## config.mk

```make
export PLATFORM = sky130hd
export DESIGN_NAME = usb_frame_packer
export DESIGN_NICKNAME = d
export VERILOG_FILES = /design/src/rtl/fmcw_pkg.sv /design/src/rtl/sample_serializer.sv /design/src/rtl/usb_frame_packer.sv
export SDC_FILE = /design/constraint.sdc
export NUM_CORES = 1
export LEC_CHECK = 0
export CORE_MARGIN = 2
export CORE_UTILIZATION = 55
export CTS_CLUSTER_DIAMETER = 200
export DETAILED_ROUTE_END_ITERATION = 7
export HOLD_SLACK_MARGIN = 0.05
export PLACE_DENSITY = 0.81
export SLEW_MARGIN = 20
export SYNTH_ARGS = -nofsm -noshare
export SYNTH_HDL_FRONTEND = slang
export SYNTH_HIERARCHICAL = 1
export SYNTH_SLANG_ARGS = --single-unit
```

## constraint.sdc

```tcl
create_clock -name clk -period 4.6 [get_ports clk]
set_input_delay 0.46 -clock clk [delete_from_list [all_inputs] [get_ports clk]]
set_output_delay 0.46 -clock clk [all_outputs]
set_load 0.1 [all_outputs]
```

## src/rtl/fmcw_pkg.sv

```systemverilog
// rtl/fmcw_pkg.sv - shared constants, FSM states and sizing helper for the USB frame packer
package fmcw_pkg;

  localparam int USB_DATA_WIDTH = 8;
  localparam logic [USB_DATA_WIDTH-1:0] START_FLAG_DEFAULT = 8'h5A;
  localparam logic [USB_DATA_WIDTH-1:0] STOP_FLAG_DEFAULT  = 8'hA5;

  typedef enum logic [2:0] {IDLE, HDR, SEQ, PAYLOAD, STOP} state_t;

  function automatic int bytes_per_sample(input int width);
    return (width + USB_DATA_WIDTH - 1) / USB_DATA_WIDTH;
  endfunction

endpackage

```

## src/rtl/sample_serializer.sv

```systemverilog
// rtl/sample_serializer.sv - packs the enabled channels of one sample set and shifts them out MSB byte first
module sample_serializer
  import fmcw_pkg::*;
#(
  parameter int SAMPLE_WIDTH = 12,
  parameter int CHANNELS     = 2
) (
  input  logic                             clk,
  input  logic                             rst_n,
  input  logic                             load,
  input  logic [CHANNELS-1:0]              mask,
  input  logic [CHANNELS*SAMPLE_WIDTH-1:0] data,
  input  logic                             byte_ready,
  output logic                             byte_valid,
  output logic                             byte_last,
  output logic [USB_DATA_WIDTH-1:0]        byte_data
);

  localparam int BPS = bytes_per_sample(SAMPLE_WIDTH);
  localparam int NB  = CHANNELS * BPS;
  localparam int BW  = NB * USB_DATA_WIDTH;
  localparam int SW  = BPS * USB_DATA_WIDTH;
  localparam int IW  = $clog2(NB + 1);

  logic [BW-1:0] buf_q;
  logic [BW-1:0] pack;
  logic [BW-1:0] lane;
  logic [IW-1:0] cnt_q;
  logic [IW-1:0] pack_cnt;

  // Walking channels high to low leaves the lowest enabled channel in the top bytes.
  always_comb begin
    pack     = '0;
    pack_cnt = '0;
    lane     = '0;
    for (int k = CHANNELS - 1; k >= 0; k--) begin
      if (mask[k]) begin
        lane                    = '0;
        lane[SAMPLE_WIDTH-1:0]  = data[k*SAMPLE_WIDTH +: SAMPLE_WIDTH];
        pack                    = (pack >> SW) | (lane << (BW - SW));
        pack_cnt                = pack_cnt + IW'(BPS);
      end
    end
  end

  always_ff @(posedge clk or negedge rst_n) begin
    if (!rst_n) begin
      buf_q <= '0;
      cnt_q <= '0;
    end else if (load) begin
      buf_q <= pack;
      cnt_q <= pack_cnt;
    end else if (byte_ready && byte_valid) begin
      buf_q <= buf_q << USB_DATA_WIDTH;
      cnt_q <= cnt_q - IW'(1);
    end
  end

  assign byte_valid = (cnt_q != '0);
  assign byte_last  = (cnt_q == IW'(1));
  assign byte_data  = buf_q[BW-1 -: USB_DATA_WIDTH];

endmodule

```

## src/rtl/usb_frame_packer.sv

```systemverilog
// rtl/usb_frame_packer.sv - frames sample sets as START, seq, payload, STOP onto a byte valid/ready stream
module usb_frame_packer
  import fmcw_pkg::*;
#(
  parameter int                        SAMPLE_WIDTH = 12,
  parameter int                        CHANNELS     = 2,
  parameter int                        FRAME_LEN    = 1024,
  parameter logic [USB_DATA_WIDTH-1:0] START_FLAG   = START_FLAG_DEFAULT,
  parameter logic [USB_DATA_WIDTH-1:0] STOP_FLAG    = STOP_FLAG_DEFAULT
) (
  input  logic                             clk,
  input  logic                             rst_n,
  input  logic                             start,
  input  logic [CHANNELS-1:0]              chan_en,
  input  logic                             s_valid,
  output logic                             s_ready,
  input  logic [CHANNELS*SAMPLE_WIDTH-1:0] s_data,
  output logic                             m_valid,
  input  logic                             m_ready,
  output logic [USB_DATA_WIDTH-1:0]        m_data,
  output logic                             busy,
  output logic                             frame_done,
  output logic [7:0]                       frame_seq
);

  localparam int CW = $clog2(FRAME_LEN + 1);

  state_t                    state, state_n;
  logic [CHANNELS-1:0]       en_q;
  logic [CW-1:0]             sets_q;
  logic [7:0]                seq_q;
  logic                      sets_left;
  logic                      ser_load, ser_ready, ser_valid, ser_last;
  logic [USB_DATA_WIDTH-1:0] ser_data;

  assign sets_left = (sets_q != CW'(FRAME_LEN));
  assign ser_ready = (state == PAYLOAD) && m_ready;
  assign busy      = (state != IDLE);
  assign frame_seq = seq_q;

  always_comb begin
    state_n    = state;
    m_valid    = 1'b0;
    m_data     = '0;
    s_ready    = 1'b0;
    frame_done = 1'b0;
    case (state)
      IDLE: if (start) state_n = HDR;
      HDR: begin
        m_valid = 1'b1;
        m_data  = START_FLAG;
        if (m_ready) state_n = SEQ;
      end
      SEQ: begin
        m_valid = 1'b1;
        m_data  = seq_q;
        // First set is fetched while the sequence byte leaves, keeping the stream gap-free.
        s_ready = m_ready && (en_q != '0);
        if (m_ready) state_n = (en_q == '0) ? STOP : PAYLOAD;
      end
      PAYLOAD: begin
        m_valid = ser_valid;
        m_data  = ser_data;
        s_ready = sets_left && (!ser_valid || (ser_last && m_ready));
        if (!sets_left && ser_last && m_ready) state_n = STOP;
      end
      STOP: begin
        m_valid = 1'b1;
        m_data  = STOP_FLAG;
        if (m_ready) begin
          frame_done = 1'b1;
          state_n    = IDLE;
        end
      end
      default: state_n = IDLE;
    endcase
  end

  assign ser_load = s_valid && s_ready;

  always_ff @(posedge clk or negedge rst_n) begin
    if (!rst_n) begin
      state  <= IDLE;
      en_q   <= '0;
      sets_q <= '0;
      seq_q  <= '0;
    end else begin
      state <= state_n;
      if (state == IDLE) begin
        sets_q <= '0;
        if (start) en_q <= chan_en;
      end else if (ser_load) begin
        sets_q <= sets_q + CW'(1);
      end
      if (frame_done) seq_q <= seq_q + 8'd1;
    end
  end

  sample_serializer #(
    .SAMPLE_WIDTH(SAMPLE_WIDTH),
    .CHANNELS    (CHANNELS)
  ) u_ser (
    .clk       (clk),
    .rst_n     (rst_n),
    .load      (ser_load),
    .mask      (en_q),
    .data      (s_data),
    .byte_ready(ser_ready),
    .byte_valid(ser_valid),
    .byte_last (ser_last),
    .byte_data (ser_data)
  );

endmodule

```

Yosys cells after proc, flatten, opt, wreduce, memory -nomap -nowiden
Index checks and enable logic that the tools add are counted.
{"block": "op_classes", "n_mux": 22, "div_mod_pow": 0, "add_sub_neg": 4, "shifts": 0, "reduce_logical": 21, "eq_ne": 11, "bitwise_logic": 1, "multipliers": 0, "order_cmp": 0}
{"op": "32-bit 2-to-1 mux", "n": 3}
{"op": "8-bit one-hot mux with 4 select lines", "n": 1}
{"op": "28-bit 2-to-1 mux", "n": 1}
{"op": "16-bit by 28-bit bitwise OR with 28-bit output", "n": 1}
{"op": "3-bit 2-to-1 mux", "n": 9}
{"op": "11-bit 2-to-1 mux", "n": 2}
{"op": "3-bit one-hot mux with 5 select lines", "n": 1}
{"op": "11-bit by 1-bit adder with 11-bit output (second input constant)", "n": 1}
{"op": "11-bit inequality test (second input constant)", "n": 1}
{"op": "8-bit by 1-bit adder with 8-bit output (second input constant)", "n": 1}
{"op": "1-bit logical AND", "n": 8}
{"op": "2-bit inequality test (second input constant)", "n": 4}
{"op": "3-bit by 1-bit equality test with 1-bit output (second input constant)", "n": 2}
{"op": "3-bit by 2-bit equality test with 1-bit output (second input constant)", "n": 2}
{"op": "2-bit nonzero test", "n": 3}
{"op": "3-bit nonzero test", "n": 2}
{"op": "5-bit AND reduction", "n": 1}
{"op": "1-bit one-hot mux with 2 select lines", "n": 2}
{"op": "3-bit by 2-bit adder with 3-bit output (second input constant)", "n": 1}
{"op": "3-bit equality test (second input constant)", "n": 1}
{"op": "3-bit zero test", "n": 1}
{"op": "3-bit OR reduction", "n": 1}
{"op": "3-bit by 1-bit subtractor with 3-bit output (second input constant)", "n": 1}
{"op": "1-bit zero test", "n": 2}
{"op": "other kinds (6)", "n": 7}
{"block": "word_totals", "memories": 0, "ramBits": 0, "latchBits": 0, "reg_bits": 59, "output_inout_bits": 20, "inputBits": 31, "mem_bits_ro": 0, "wordCells": 65}

Longest topological paths before layout
Gate-level depths: netlist of run 1.
{"block": "logic_depth", "word_depth": 8, "depth_mapped": 15, "depth_no_buf": 10}

Cells and area by module
The synthesis of run 1 kept the hierarchy.
{"module": "sample_serializer", "cells_per_inst": 189, "seq_area_each_um2": 875.8, "area_each_um2": 1841.8, "instances": 1}
{"module": "usb_frame_packer", "cells_per_inst": 164, "seq_area_each_um2": 600.6, "area_each_um2": 1482.7, "instances": 1}

Worst setup path before layout of run 1
Ideal clock, no wire load.
{"block": "synth_path", "kind": "reg2out", "start": "register seq_q[6] (netlist: frame_seq[6])", "end": "output port m_data[6]", "required_ns": 4.140, "stages_incl_launch_ff": 3, "t_arrival_ns": 3.431, "setup_slack_ns": 0.709, "n_path_buf": 0, "path_cell_list": "dfrtp_1 -> a21oi_1 -> a311oi_1"}
{"block": "synth_via", "elab_chain_cells": 1}
{"element": "from (decl)", "line_no": "usb_frame_packer.sv:31", "source": "logic [7:0] seq_q;"}
{"element": "from (signal assigned)", "line_no": "usb_frame_packer.sv:95", "source": "if (frame_done) seq_q <= seq_q + 8'd1;"}
{"element": "8-bit one-hot mux with 4 select lines", "line_no": "usb_frame_packer.sv:47", "source": "case (state)"}
{"element": "to (decl)", "line_no": "usb_frame_packer.sv:20", "source": "output logic [USB_DATA_WIDTH-1:0] m_data,"}
No other way between the ends.

Final worst setup path of run 1
{"block": "layout_path", "start": "register state[0]", "end": "output port m_data[7]"}
{"block": "layout_via", "elab_chain_cells": 2, "word_cells_on_any_way": 5, "cone_classes": "eq/ne (4); mux (1)"}
{"element": "from (decl)", "line_no": "usb_frame_packer.sv:28", "source": "state_t state, state_n;"}
{"element": "from (signal assigned)", "line_no": "usb_frame_packer.sv:88", "source": "state <= state_n;"}
{"element": "3-bit equality test, or another cell as far along", "line_no": "usb_frame_packer.sv:47"}
{"element": "8-bit one-hot mux with 4 select lines *", "line_no": "usb_frame_packer.sv:47"}
Every way passes the cells marked *; elsewhere a longest branch is shown, timed or not.

==> impl_metrics.xml, run 1 <==
<?xml version="1.0" encoding="UTF-8"?>
<metrics>
  <group name="power">
    <metric name="power_density" unit="nW/um^2">661</metric>
    <metric name="total_power" unit="mW">2.62</metric>
    <metric name="p_leak" unit="nW">1.68</metric>
    <metric name="ir_worst_vdd" unit="mV">0.617</metric>
  </group>
  <group name="die">
    <metric name="placement_rows" unit="">28</metric>
    <metric name="initial_utilization" unit="">0.565</metric>
    <metric name="floorplan.die.height" unit="um">81.7</metric>
    <metric name="io_pins" unit="">51</metric>
    <metric name="floorplan.core_area" unit="um^2">5890</metric>
    <metric name="fp.dieW" unit="um">81.7</metric>
    <metric name="fp.dieArea" unit="um^2">6680</metric>
  </group>
  <group name="synth">
    <metric name="syn-cell-area" unit="um^2">3320</metric>
    <metric name="post-synth-top-area-fraction" unit="">0.444</metric>
    <metric name="number_of_instances_in_the_synthesized_netlist" unit="">353</metric>
    <metric name="async_flop_share" unit="">1.00</metric>
    <metric name="synthesis.nets" unit="">391</metric>
    <metric name="mean_post_synth_cell_area" unit="um^2">9.42</metric>
    <metric name="synth-edff-count" unit="">0</metric>
    <metric name="synth.area.top_cells" unit="">dfrtp_1 44%, nand3_1 4.5%, a21oi_1 3.5%</metric>
    <metric name="yosys_warnings" unit="">6</metric>
    <metric name="netlist.top_cell.by_area" unit="">dfrtp_1</metric>
    <metric name="yosysUniqueCellTypes" unit="">53</metric>
    <metric name="synth_sequential_area_ratio" unit="">0.444</metric>
    <metric name="dominantRegCellSynth" unit="">dfrtp_1</metric>
    <metric name="synth_seq_cells" unit="">59</metric>
  </group>
  <group name="routing">
    <metric name="met2RoutedLength" unit="um">3480</metric>
    <metric name="vias_per_cell" unit="">6.18</metric>
    <metric name="dr.first_iter.drc_count" unit="">199</metric>
    <metric name="vias" unit="">2867</metric>
    <metric name="top_layer" unit="">met4</metric>
    <metric name="drt.antenna.violating_nets" unit="">0</metric>
    <metric name="met3_length" unit="um">515</metric>
    <metric name="length_of_the_first_detailed_routing_pass_in_iterations" unit="">4</metric>
    <metric name="met1_length" unit="um">3450</metric>
    <metric name="detail_route.drc_violations" unit="">0</metric>
    <metric name="wl_per_cell" unit="um">16.2</metric>
    <metric name="drt-total-wl" unit="um">7520</metric>
  </group>
  <group name="run">
    <metric name="max_cap_violations" unit="">0</metric>
  </group>
  <group name="global_routing">
    <metric name="grt_antenna_before_repair" unit="">0</metric>
    <metric name="maximum_number_of_pins_on_one_net_before_global_route_repair" unit="">60</metric>
    <metric name="grt_pass1_wl" unit="um">12700</metric>
    <metric name="groute.usage.overall" unit="">0.250</metric>
    <metric name="grt.overflow.total" unit="">0</metric>
    <metric name="grt_pass1_vias" unit="">2658</metric>
  </group>
  <group name="final_layout">
    <metric name="antenna-diode-count" unit="">0</metric>
    <metric name="final_cell_area" unit="um^2">3960</metric>
    <metric name="filler_cell_count" unit="">493</metric>
    <metric name="total_number_of_nets_in_the_final_design" unit="">422</metric>
    <metric name="layout.area.seq" unit="um^2">1480</metric>
    <metric name="share_of_cells_above_drive_strength_1" unit="">0.116</metric>
    <metric name="multiInputGateArea" unit="um^2">1590</metric>
    <metric name="relative_area_change_from_synthesis_to_final_layout" unit="%">19.2</metric>
  </group>
  <group name="cts">
    <metric name="cts.repair_timing.setup_buffer_count" unit="">0</metric>
    <metric name="ctsResizeCount" unit="">0</metric>
    <metric name="tritoncts" unit="">built</metric>
    <metric name="hold_buffers" unit="">0</metric>
    <metric name="cts_inserted_buffers" unit="">9</metric>
    <metric name="clkLatencyLatePin" unit="ps">340</metric>
    <metric name="htree_num_levels" unit="">3</metric>
    <metric name="cts_num_sinks" unit="">59</metric>
    <metric name="clk_pin_slew" unit="ps">70</metric>
    <metric name="clockBufferDepth" unit="">2</metric>
    <metric name="cts_root_buffer" unit="">clkbuf_8</metric>
  </group>
  <group name="worst_setup_path">
    <metric name="critPathMaxFanout" unit="">19</metric>
    <metric name="worst-setup-path-type" unit="">register to output port</metric>
    <metric name="critical_path.most_common_cell" unit="">nand2_1</metric>
    <metric name="end_kind" unit="">output port</metric>
    <metric name="timing.critical_path.max_delay_family" unit="">buffers and inverters</metric>
    <metric name="setup.worst_path.start_class" unit="">register</metric>
    <metric name="cp_slowest_cell" unit="">clkdlybuf4s50_1</metric>
    <metric name="path_cells" unit="">nand2_1 -&gt; nor2_1 -&gt; nand2_1 -&gt; o21ai_0 -&gt; clkdlybuf4s50_1</metric>
    <metric name="data_arrival_at_the_endpoint_of_the_critical_path" unit="ps">3030</metric>
    <metric name="reg2reg_path_depth" unit="">11</metric>
    <metric name="crit_cells" unit="">5</metric>
    <metric name="worst-endpoint-required" unit="ps">4140</metric>
    <metric name="timing.critical_path.buf_inv" unit="">1</metric>
    <metric name="crit_path_max_incr_delay" unit="ps">1160</metric>
  </group>
  <group name="place">
    <metric name="placedInstanceArea" unit="um^2">3730</metric>
    <metric name="port_buffers" unit="">50</metric>
    <metric name="pre_cts_slack" unit="ps">1540</metric>
    <metric name="globalplace.congestion" unit="">0.852</metric>
    <metric name="post-dp-hpwl" unit="um">5130</metric>
  </group>
  <group name="timing">
    <metric name="final.min_clock_period" unit="ps">3490</metric>
    <metric name="report.final.hold_viol_count" unit="">0</metric>
    <metric name="fin_crit_sh" unit="">0.758</metric>
    <metric name="totalNegativeSetupSlack" unit="ps">0</metric>
    <metric name="setup_slack" unit="ps">1110</metric>
    <metric name="maxSlewHeadroom" unit="">0.339</metric>
    <metric name="timing.fmax" unit="MHz">287</metric>
    <metric name="setup_repair_after_global_routing_missed_its_margin" unit="">false</metric>
    <metric name="final-setup-viol-count" unit="">0</metric>
    <metric name="skew" unit="ps">8.11</metric>
    <metric name="whs" unit="ps">257</metric>
    <metric name="worst-slew-pin-transition" unit="ps">988</metric>
    <metric name="timing_max_transition_violations_final" unit="">0</metric>
  </group>
  <group name="worst_hold_path">
    <metric name="hold_path_class" unit="">input pin to asynchronous set/reset pin</metric>
  </group>
  <group name="run_status">
    <metric name="status" unit="">completed</metric>
  </group>
</metrics>
[synthesized netlist by cell type (8+ instances only)]
library cell and count:
dfrtp_1 59, nand3_1 30, nand2_1 24, a21oi_1 23
o21ai_0 17, nor2_1 15, a31oi_1 14, o21ai_1 13
buf_2 12, nor3_1 12, inv_1 10, buf_4 9
a221oi_1 8, a22o_1 8
[placed cells by master (no fill, tap or decap), drive strengths merged, types with 2 or more instances in the layout]
| master | n |
|---|---|
| a2111oi | 2 |
| a211o | 4 |
| a211oi | 2 |
| a21oi | 25 |
| a221oi | 8 |
| a22o | 8 |
| a311o | 2 |
| a31o | 2 |
| a31oi | 14 |
| and2 | 2 |
| and3 | 9 |
| and3b | 2 |
| and4 | 2 |
| buf | 6 |
| bufinv | 2 |
| clkbuf | 12 |
| clkdlybuf4s50 | 47 |
| dfrtp | 59 |
| ha | 7 |
| inv | 14 |
| mux2 | 6 |
| mux2i | 3 |
| nand2 | 24 |
| nand2b | 2 |
| nand3 | 30 |
| nand3b | 2 |
| nand4 | 7 |
| nor2 | 15 |
| nor2b | 3 |
| nor3 | 12 |
| nor4 | 2 |
| o211ai | 2 |
| o21ai | 30 |
| or2 | 2 |
| xnor2 | 6 |
| xor2 | 2 |
[final cells by class]
class | instances | share of cell area
Timing Repair Buffer | 53 | 0.130
Multi-Input combinational cell | 247 | 0.401
Inverter | 14 | 0.0152
Clock buffer | 12 | 0.0392
Sequential cell | 59 | 0.373
Tap cell | 75 | 0.0237
Clock inverter | 4 | 0.0183
[registers in the layout, indices dropped and copies added, names as in the netlist]
name and flops:
u_ser/cnt_q 3, en_q 2, u_ser/buf_q 32, state 3
frame_seq 8, sets_q 11
[cell families after synthesis]
kind of cell / Yosys count / share of synthesized area
muxes: 9 / 0.0294
buffers and inverters: 47 / 0.0790
AOI/OAI and AO/OA: 105 / 0.215
and+or+nand+nor: 117 / 0.182
xor gates and xnor gates: 8 / 0.0211
adders and majority gates: 8 / 0.0294
DFF: 59 / 0.444
[metal layers]
metal	GRT usage	up-vias
met5	0	-
met4	0.0600	0
met3	0.0703	12
met2	0.379	109
met1	0.355	1388
li1	-	1358
[path summary, 6_finish.rpt]
kind                                        end      startpoint  slack, ps
worst max-delay path                  m_data[7]        state[0]       1110
worst min-delay path                 sets_q[10]           rst_n        260
worst max register to register  u_ser/buf_q[25]  u_ser/cnt_q[0]       1610
worst min register to register   u_ser/buf_q[3]  u_ser/buf_q[3]        500
max in group asynchronous       u_ser/buf_q[29]           rst_n       3850
min in group clk                 u_ser/buf_q[3]  u_ser/buf_q[3]        500
[power breakdown]
group | internal [mW] | total, mW | switching, mW
clock network | 0.334 | 0.535 | 0.202
logic | 0.369 | 1.25 | 0.877
registers | 0.664 | 0.837 | 0.174
total | 1.37 | 2.62 | 1.25
[worst reg2reg max path: stages (launching register included)]
cell       delay [ps]
dfrtp_1           400
inv_1             100
ha_1              170
nor2b_1           130
buf_4             270
inv_4             200
a2111oi_4         390
a21oi_4           160
inv_4             290
inv_2             280
a221oi_1          400
a31oi_1            70
[per-stage QoR]
step / std cells / utilization
2_1_floorplan: 353 / -
3_3_place_gp: 448 / 0.634
3_5_place_dp: 448 / 0.634
4_1_cts: 464 / 0.673
5_1_grt: 464 / 0.673
6_report: 464 / 0.673
No activity file was read; power rests on OpenSTA's default activity.
==> run 2: changes to the inputs <==
Settings changed: CORE_UTILIZATION 55 to 54, PLACE_DENSITY 0.81 to 0.8.
Clock period 4.6 ns to 3.47 ns, I/O delays scaled along.
==> run 2 against run 1 <==
Design area is 1.6% higher. First-iteration DRC count up 46%. Critical path depth rose by 5. Routed wire length grew 7.3%. Hold slack improved by 250 ps. Non-clock buffer count rose by 4. Clock-buffer cell count unchanged.
==> impl_metrics.xml, run 2 (synthesized netlist as in run 1, its figures left out) <==
<?xml version="1.0" encoding="UTF-8"?>
<metrics>
  <group name="final_layout">
    <metric name="final-instance-count-excl-fill" unit="">468</metric>
    <metric name="antenna-diode-count" unit="">0</metric>
    <metric name="final_cell_area" unit="um^2">4030</metric>
    <metric name="filler_cell_count" unit="">463</metric>
    <metric name="layout_commonest_cell" unit="">dfrtp_1</metric>
    <metric name="layout.cells.most_common_list" unit="">59 x dfrtp_1, 37 x clkdlybuf4s50_1, 30 x nand3_1</metric>
    <metric name="relative_area_change_from_synthesis_to_final_layout" unit="%">21.1</metric>
    <metric name="total_number_of_nets_in_the_final_design" unit="">426</metric>
    <metric name="largest_reg_flops" unit="">32</metric>
    <metric name="max_flop_register" unit="">u_ser/buf_q</metric>
    <metric name="layout.area.seq" unit="um^2">1480</metric>
    <metric name="multiInputGateArea" unit="um^2">1610</metric>
    <metric name="share_of_cells_above_drive_strength_1" unit="">0.158</metric>
  </group>
  <group name="timing">
    <metric name="final-setup-viol-count" unit="">0</metric>
    <metric name="totalNegativeSetupSlack" unit="ps">0</metric>
    <metric name="timing_max_transition_violations_final" unit="">0</metric>
    <metric name="fin_crit_sh" unit="">0.808</metric>
    <metric name="worst-slew-pin-transition" unit="ps">963</metric>
    <metric name="final.min_clock_period" unit="ps">2800</metric>
    <metric name="report.final.hold_viol_count" unit="">0</metric>
    <metric name="timing.fmax" unit="MHz">357</metric>
    <metric name="setup_repair_after_global_routing_missed_its_margin" unit="">false</metric>
    <metric name="maxSlewHeadroom" unit="">0.356</metric>
    <metric name="skew" unit="ps">4.29</metric>
  </group>
  <group name="cts">
    <metric name="tritoncts" unit="">built</metric>
    <metric name="cts.repair_timing.setup_buffer_count" unit="">0</metric>
    <metric name="cts_inserted_buffers" unit="">9</metric>
    <metric name="cts_root_buffer" unit="">clkbuf_8</metric>
    <metric name="clockBufferDepth" unit="">2</metric>
    <metric name="ctsResizeCount" unit="">0</metric>
    <metric name="clk_pin_slew" unit="ps">70</metric>
    <metric name="cts_num_sinks" unit="">59</metric>
    <metric name="hold_buffers" unit="">1</metric>
    <metric name="htree_num_levels" unit="">3</metric>
    <metric name="clkLatencyLatePin" unit="ps">340</metric>
  </group>
  <group name="die">
    <metric name="fp.dieW" unit="um">82.5</metric>
    <metric name="io_pins" unit="">51</metric>
    <metric name="initial_utilization" unit="">0.561</metric>
    <metric name="placement_rows" unit="">28</metric>
    <metric name="floorplan.die.height" unit="um">82.5</metric>
    <metric name="floorplan.core_area" unit="um^2">5920</metric>
    <metric name="fp.dieArea" unit="um^2">6800</metric>
  </group>
  <group name="worst_setup_path">
    <metric name="reg2reg_path_depth" unit="">10</metric>
    <metric name="end_kind" unit="">register</metric>
    <metric name="timing.critical_path.max_delay_family" unit="">compound AO/OA/AOI/OAI gates</metric>
    <metric name="crit_start" unit="">u_ser/cnt_q[0]</metric>
    <metric name="timing.critical_path.buf_inv" unit="">4</metric>
    <metric name="path_cells" unit="">inv_1 -&gt; ha_1 -&gt; nor2b_1 -&gt; inv_4 -&gt; a2111oi_4 -&gt; a21oi_4 -&gt; inv_4 -&gt; inv_2 -&gt; a221oi_1 -&gt; a31oi_1</metric>
    <metric name="r2r-start" unit="">u_ser/cnt_q[0]</metric>
    <metric name="data_arrival_at_the_endpoint_of_the_critical_path" unit="ps">3000</metric>
    <metric name="setup.worst_path.start_class" unit="">register</metric>
    <metric name="reg2reg_to" unit="">u_ser/buf_q[22]</metric>
    <metric name="cp_slowest_cell" unit="">dfrtp_1</metric>
    <metric name="crit_path_max_incr_delay" unit="ps">400</metric>
    <metric name="critPathMaxFanout" unit="">31</metric>
    <metric name="worst-r2r-setup-slack" unit="ps">670</metric>
    <metric name="worst-endpoint-required" unit="ps">3660</metric>
    <metric name="worst-setup-path-type" unit="">register to register</metric>
    <metric name="critical_path.most_common_cell" unit="">inv_4</metric>
  </group>
  <group name="global_routing">
    <metric name="maximum_number_of_pins_on_one_net_before_global_route_repair" unit="">32</metric>
    <metric name="grt_pass1_wl" unit="um">13400</metric>
    <metric name="grt.overflow.total" unit="">0</metric>
    <metric name="grt_antenna_before_repair" unit="">0</metric>
    <metric name="grt_pass1_vias" unit="">2772</metric>
    <metric name="groute.usage.overall" unit="">0.260</metric>
  </group>
  <group name="power">
    <metric name="p_int" unit="mW">1.86</metric>
    <metric name="power.switching_fraction" unit="">0.480</metric>
    <metric name="power.share.clock" unit="">0.201</metric>
    <metric name="p_leak" unit="nW">1.73</metric>
    <metric name="p_comb_frac" unit="">0.496</metric>
    <metric name="power.share.sequential" unit="">0.303</metric>
    <metric name="power_density" unit="nW/um^2">888</metric>
    <metric name="ir_worst_vdd" unit="mV">0.979</metric>
    <metric name="net_sw_power" unit="mW">1.72</metric>
  </group>
  <group name="routing">
    <metric name="wl_per_cell" unit="um">17.2</metric>
    <metric name="vias" unit="">2960</metric>
    <metric name="vias_per_cell" unit="">6.32</metric>
    <metric name="drt.antenna.violating_nets" unit="">0</metric>
    <metric name="detail_route.drc_violations" unit="">0</metric>
    <metric name="length_of_the_first_detailed_routing_pass_in_iterations" unit="">5</metric>
    <metric name="drt-total-wl" unit="um">8070</metric>
    <metric name="dr.first_iter.drc_count" unit="">291</metric>
  </group>
  <group name="run">
    <metric name="max_cap_violations" unit="">0</metric>
  </group>
  <group name="place">
    <metric name="place_inst" unit="">451</metric>
    <metric name="post-dp-hpwl" unit="um">5450</metric>
    <metric name="placedInstanceArea" unit="um^2">3790</metric>
    <metric name="port_buffers" unit="">50</metric>
    <metric name="globalplace.congestion" unit="">0.906</metric>
  </group>
  <group name="run_status">
    <metric name="status" unit="">completed</metric>
  </group>
  <group name="worst_hold_path">
    <metric name="hold_path_class" unit="">input pin to asynchronous set/reset pin</metric>
  </group>
</metrics>
[run 2: per-stage QoR]
step / util / power (mW) / setup WS, ps / hold WS (ps)
floorplan: - / 2.48 / -112 / 51.4
detailed placement: 0.640 / 2.85 / 718 / 338
finish: 0.680 / 3.57 / 665 / 506
global route: 0.680 / 3.78 / 456 / 521
global placement: 0.637 / 2.80 / 871 / 492
CTS: 0.680 / 3.57 / 720 / 508
[run 2: per-layer routing]
layer / up-vias / global-route usage / share of wire
met5: - / 0 / 0
met4: 0 / 0.0800 / 0.010
met3: 11 / 0.0793 / 0.089
met2: 152 / 0.387 / 0.45
met1: 1433 / 0.365 / 0.45
li1: 1364 / - / -
[run 2: power groups by stage]
| stage | combinational [mW] | sequential (mW) | clock [mW] |
|---|---|---|---|
| after floorplan | 1.38 | 1.10 | 0 |
| final | 1.77 | 1.08 | 0.719 |
| after detailed placement | 1.76 | 1.09 | 0 |
| after global placement | 1.72 | 1.08 | 0 |
| after global routing | 1.91 | 1.11 | 0.763 |
| after CTS | 1.76 | 1.08 | 0.725 |
[run 2: worst register-to-register path, cell delays in order (launching register included)]
cell and delay [ps]:
dfrtp_1 400, inv_1 110, ha_1 170, nor2b_1 270, inv_4 200, a2111oi_4 400, a21oi_4 160, inv_4 280
inv_2 290, a221oi_1 330, a31oi_1 70
[run 2: cell type report]
| class | count | area share |
|---|---|---|
| clock buffers | 12 | 0.0385 |
| clock inverters | 4 | 0.0180 |
| inverters | 14 | 0.0149 |
| multi-input cells | 247 | 0.400 |
| flip-flops and latches | 59 | 0.367 |
| well taps | 75 | 0.0233 |
| repair buffers | 57 | 0.139 |
[run 2: how the worst max path moves through the flow]
| stage | end | slack [ps] | cells after the start |
|---|---|---|---|
| after floorplan | m_data[3] | -110 | 2 |
| after global placement | u_ser/buf_q[8] | 870 | 10 |
| after detailed placement | u_ser/buf_q[20] | 720 | 10 |
| after CTS | u_ser/buf_q[20] | 720 | 10 |
| after global routing | u_ser/buf_q[21] | 460 | 10 |
| final | u_ser/buf_q[22] | 670 | 10 |
==> run 3: changes to the inputs <==
Settings changed: CORE_UTILIZATION 54 to 49, PLACE_DENSITY 0.8 to 0.76.
Clock period 3.47 ns to 2.3 ns, I/O delays scaled along.
==> run 3 against run 2 <==
Clock skew up 4.2 ps. Critical path depth is 2 lower. Via count down 2.2%. Clock-buffer cell count did not move. Non-clock buffer count rose by 11.
==> impl_metrics.xml, run 3 (synthesized netlist as in run 1, its figures left out) <==
<?xml version="1.0" encoding="UTF-8"?>
<metrics>
  <group name="run_status">
    <metric name="status" unit="">completed</metric>
  </group>
  <group name="power">
    <metric name="power.share.sequential" unit="">0.268</metric>
    <metric name="power.switching_fraction" unit="">0.474</metric>
    <metric name="p_leak" unit="nW">1.88</metric>
    <metric name="ir_worst_vdd" unit="mV">0.511</metric>
    <metric name="power.share.clock" unit="">0.168</metric>
    <metric name="power_density" unit="nW/um^2">1320</metric>
    <metric name="p_comb_frac" unit="">0.564</metric>
    <metric name="p_int" unit="mW">3.03</metric>
    <metric name="net_sw_power" unit="mW">2.73</metric>
  </group>
  <group name="final_layout">
    <metric name="filler_cell_count" unit="">557</metric>
    <metric name="max_flop_register" unit="">u_ser/buf_q</metric>
    <metric name="final_core_util" unit="">0.651</metric>
    <metric name="relative_area_change_from_synthesis_to_final_layout" unit="%">30.7</metric>
    <metric name="final_cell_area" unit="um^2">4350</metric>
    <metric name="total_number_of_nets_in_the_final_design" unit="">438</metric>
    <metric name="share_of_cells_above_drive_strength_1" unit="">0.264</metric>
    <metric name="layout.cells.most_common_list" unit="">59 x dfrtp_1, 30 x nand3_1, 29 x clkdlybuf4s50_1</metric>
    <metric name="largest_reg_flops" unit="">32</metric>
    <metric name="antenna-diode-count" unit="">0</metric>
    <metric name="layout_commonest_cell" unit="">dfrtp_1</metric>
  </group>
  <group name="place">
    <metric name="post-dp-hpwl" unit="um">5410</metric>
    <metric name="pre_cts_slack" unit="ps">23.8</metric>
    <metric name="placedInstanceArea" unit="um^2">4120</metric>
    <metric name="port_buffers" unit="">50</metric>
    <metric name="globalplace.congestion" unit="">0.824</metric>
  </group>
  <group name="cts">
    <metric name="hold_buffers" unit="">0</metric>
    <metric name="clockBufferDepth" unit="">2</metric>
    <metric name="tritoncts" unit="">built</metric>
    <metric name="htree_num_levels" unit="">3</metric>
    <metric name="clk_pin_slew" unit="ps">70</metric>
    <metric name="cts_num_sinks" unit="">59</metric>
    <metric name="cts_root_buffer" unit="">clkbuf_8</metric>
    <metric name="cts_inserted_buffers" unit="">9</metric>
    <metric name="clkLatencyLatePin" unit="ps">340</metric>
  </group>
  <group name="routing">
    <metric name="length_of_the_first_detailed_routing_pass_in_iterations" unit="">4</metric>
    <metric name="wl_per_cell" unit="um">15.9</metric>
    <metric name="dr.first_iter.drc_count" unit="">215</metric>
    <metric name="detail_route.drc_violations" unit="">0</metric>
    <metric name="vias" unit="">2895</metric>
    <metric name="vias_per_cell" unit="">5.97</metric>
    <metric name="drt-total-wl" unit="um">7720</metric>
    <metric name="drt.antenna.violating_nets" unit="">0</metric>
  </group>
  <group name="global_routing">
    <metric name="maximum_number_of_pins_on_one_net_before_global_route_repair" unit="">60</metric>
    <metric name="grt_antenna_before_repair" unit="">0</metric>
    <metric name="grt_pass1_wl" unit="um">12900</metric>
    <metric name="grt_pass1_vias" unit="">2679</metric>
    <metric name="grt.overflow.total" unit="">0</metric>
    <metric name="groute.usage.overall" unit="">0.219</metric>
  </group>
  <group name="timing">
    <metric name="whs" unit="ps">33.5</metric>
    <metric name="setup_slack" unit="ps">111</metric>
    <metric name="final.min_clock_period" unit="ps">2190</metric>
    <metric name="worst-slew-pin-transition" unit="ps">775</metric>
    <metric name="final-setup-viol-count" unit="">0</metric>
    <metric name="fin_crit_sh" unit="">0.952</metric>
    <metric name="timing_max_transition_violations_final" unit="">0</metric>
    <metric name="timing.fmax" unit="MHz">457</metric>
    <metric name="skew" unit="ps">8.44</metric>
    <metric name="report.final.hold_viol_count" unit="">0</metric>
    <metric name="maxSlewHeadroom" unit="">0.482</metric>
    <metric name="totalNegativeSetupSlack" unit="ps">0</metric>
  </group>
  <group name="worst_setup_path">
    <metric name="reg2reg_path_depth" unit="">7</metric>
    <metric name="cp_slowest_cell" unit="">dfrtp_1</metric>
    <metric name="data_arrival_at_the_endpoint_of_the_critical_path" unit="ps">1960</metric>
    <metric name="end_kind" unit="">output port</metric>
    <metric name="crit_path_max_incr_delay" unit="ps">380</metric>
    <metric name="worst-endpoint-required" unit="ps">2070</metric>
    <metric name="critPathMaxFanout" unit="">27</metric>
    <metric name="worst-setup-path-type" unit="">register to output port</metric>
    <metric name="path_cells" unit="">inv_2 -&gt; ha_4 -&gt; nor2b_4 -&gt; inv_8 -&gt; buf_4 -&gt; o21ai_1 -&gt; a21oi_4 -&gt; buf_12</metric>
    <metric name="setup.worst_path.start_class" unit="">register</metric>
  </group>
  <group name="run">
    <metric name="max_cap_violations" unit="">0</metric>
  </group>
  <group name="worst_hold_path">
    <metric name="hold_path_class" unit="">input pin to asynchronous set/reset pin</metric>
  </group>
  <group name="die">
    <metric name="initial_utilization" unit="">0.498</metric>
    <metric name="fp.dieW" unit="um">86.4</metric>
    <metric name="io_pins" unit="">51</metric>
    <metric name="floorplan.die.height" unit="um">86.4</metric>
    <metric name="placement_rows" unit="">30</metric>
    <metric name="floorplan.core_area" unit="um^2">6680</metric>
    <metric name="fp.dieArea" unit="um^2">7460</metric>
  </group>
</metrics>
run 3: changes by cell type in the layout (fill, tap and decap cells not counted), sizes merged:
cell,before,now
clkinv,1,5
dlygate4sd3,1,0
buf,19,39
clkdlybuf4s50,37,29
bufinv,2,1
inv,14,12
run 3: layout make-up:
class,instances,area (um^2),area share
clock inverters,4,48.8,0.0112
inverters,14,76.3,0.0176
repair buffers,68,731,0.168
well taps,80,100,0.0230
clock buffers,12,155,0.0357
repair inverters,1,5.00,0.00115
flip-flops and latches,59,1480,0.340
multi-input cells,247,1750,0.404
run 3: worst max-delay path, delay by kind of cell (launching register included):
kind	cells	cell delay, ps
AO/OA/AOI/OAI	2	340
adder cells (fa/ha/maj)	1	150
flip-flops	1	380
AND/OR/NAND/NOR	1	140
buffers and inverters	4	590
run 3: repair_timing:
action	in CTS	in global routing
resized for setup	0	6
buffers inserted	0	1
setup endpoints to repair	0	18
run 3: worst paths after layout:
kind / from / end / slack (ps)
worst max-delay path: u_ser/cnt_q[0] / m_valid / 110
worst min-delay path: rst_n / sets_q[6] / 30
worst max register to register: sets_q[8] / sets_q[9] / 130
worst min register to register: u_ser/buf_q[6] / u_ser/buf_q[6] / 520
max in group asynchronous: rst_n / frame_seq[7] / 1780
min in group clk: u_ser/buf_q[6] / u_ser/buf_q[6] / 520
run 3: metal layers:
| metal | vias up | wire, um | GRT usage |
|---|---|---|---|
| met1 | 1381 | 3610 | 0.310 |
| met4 | 0 | 121 | 0.0881 |
| met5 | - | 0 | 0 |
| met3 | 11 | 502 | 0.0429 |
| li1 | 1401 | - | - |
| met2 | 102 | 3490 | 0.330 |
run 3: metrics by stage:
step                std cells  power, mW
floorplan                 353       3.97
global route              485       6.07
finish                    485       5.75
CTS                       483       5.76
detailed placement        467       4.78
global placement          467       4.73
run 3: power by group through the flow:
stage / logic (mW) / registers [mW] / clock network, mW
after floorplan: 2.31 / 1.67 / 0
after global placement: 3.19 / 1.54 / 0
after detailed placement: 3.22 / 1.56 / 0
after CTS: 3.24 / 1.54 / 0.983
after global routing: 3.46 / 1.58 / 1.03
final: 3.25 / 1.54 / 0.968
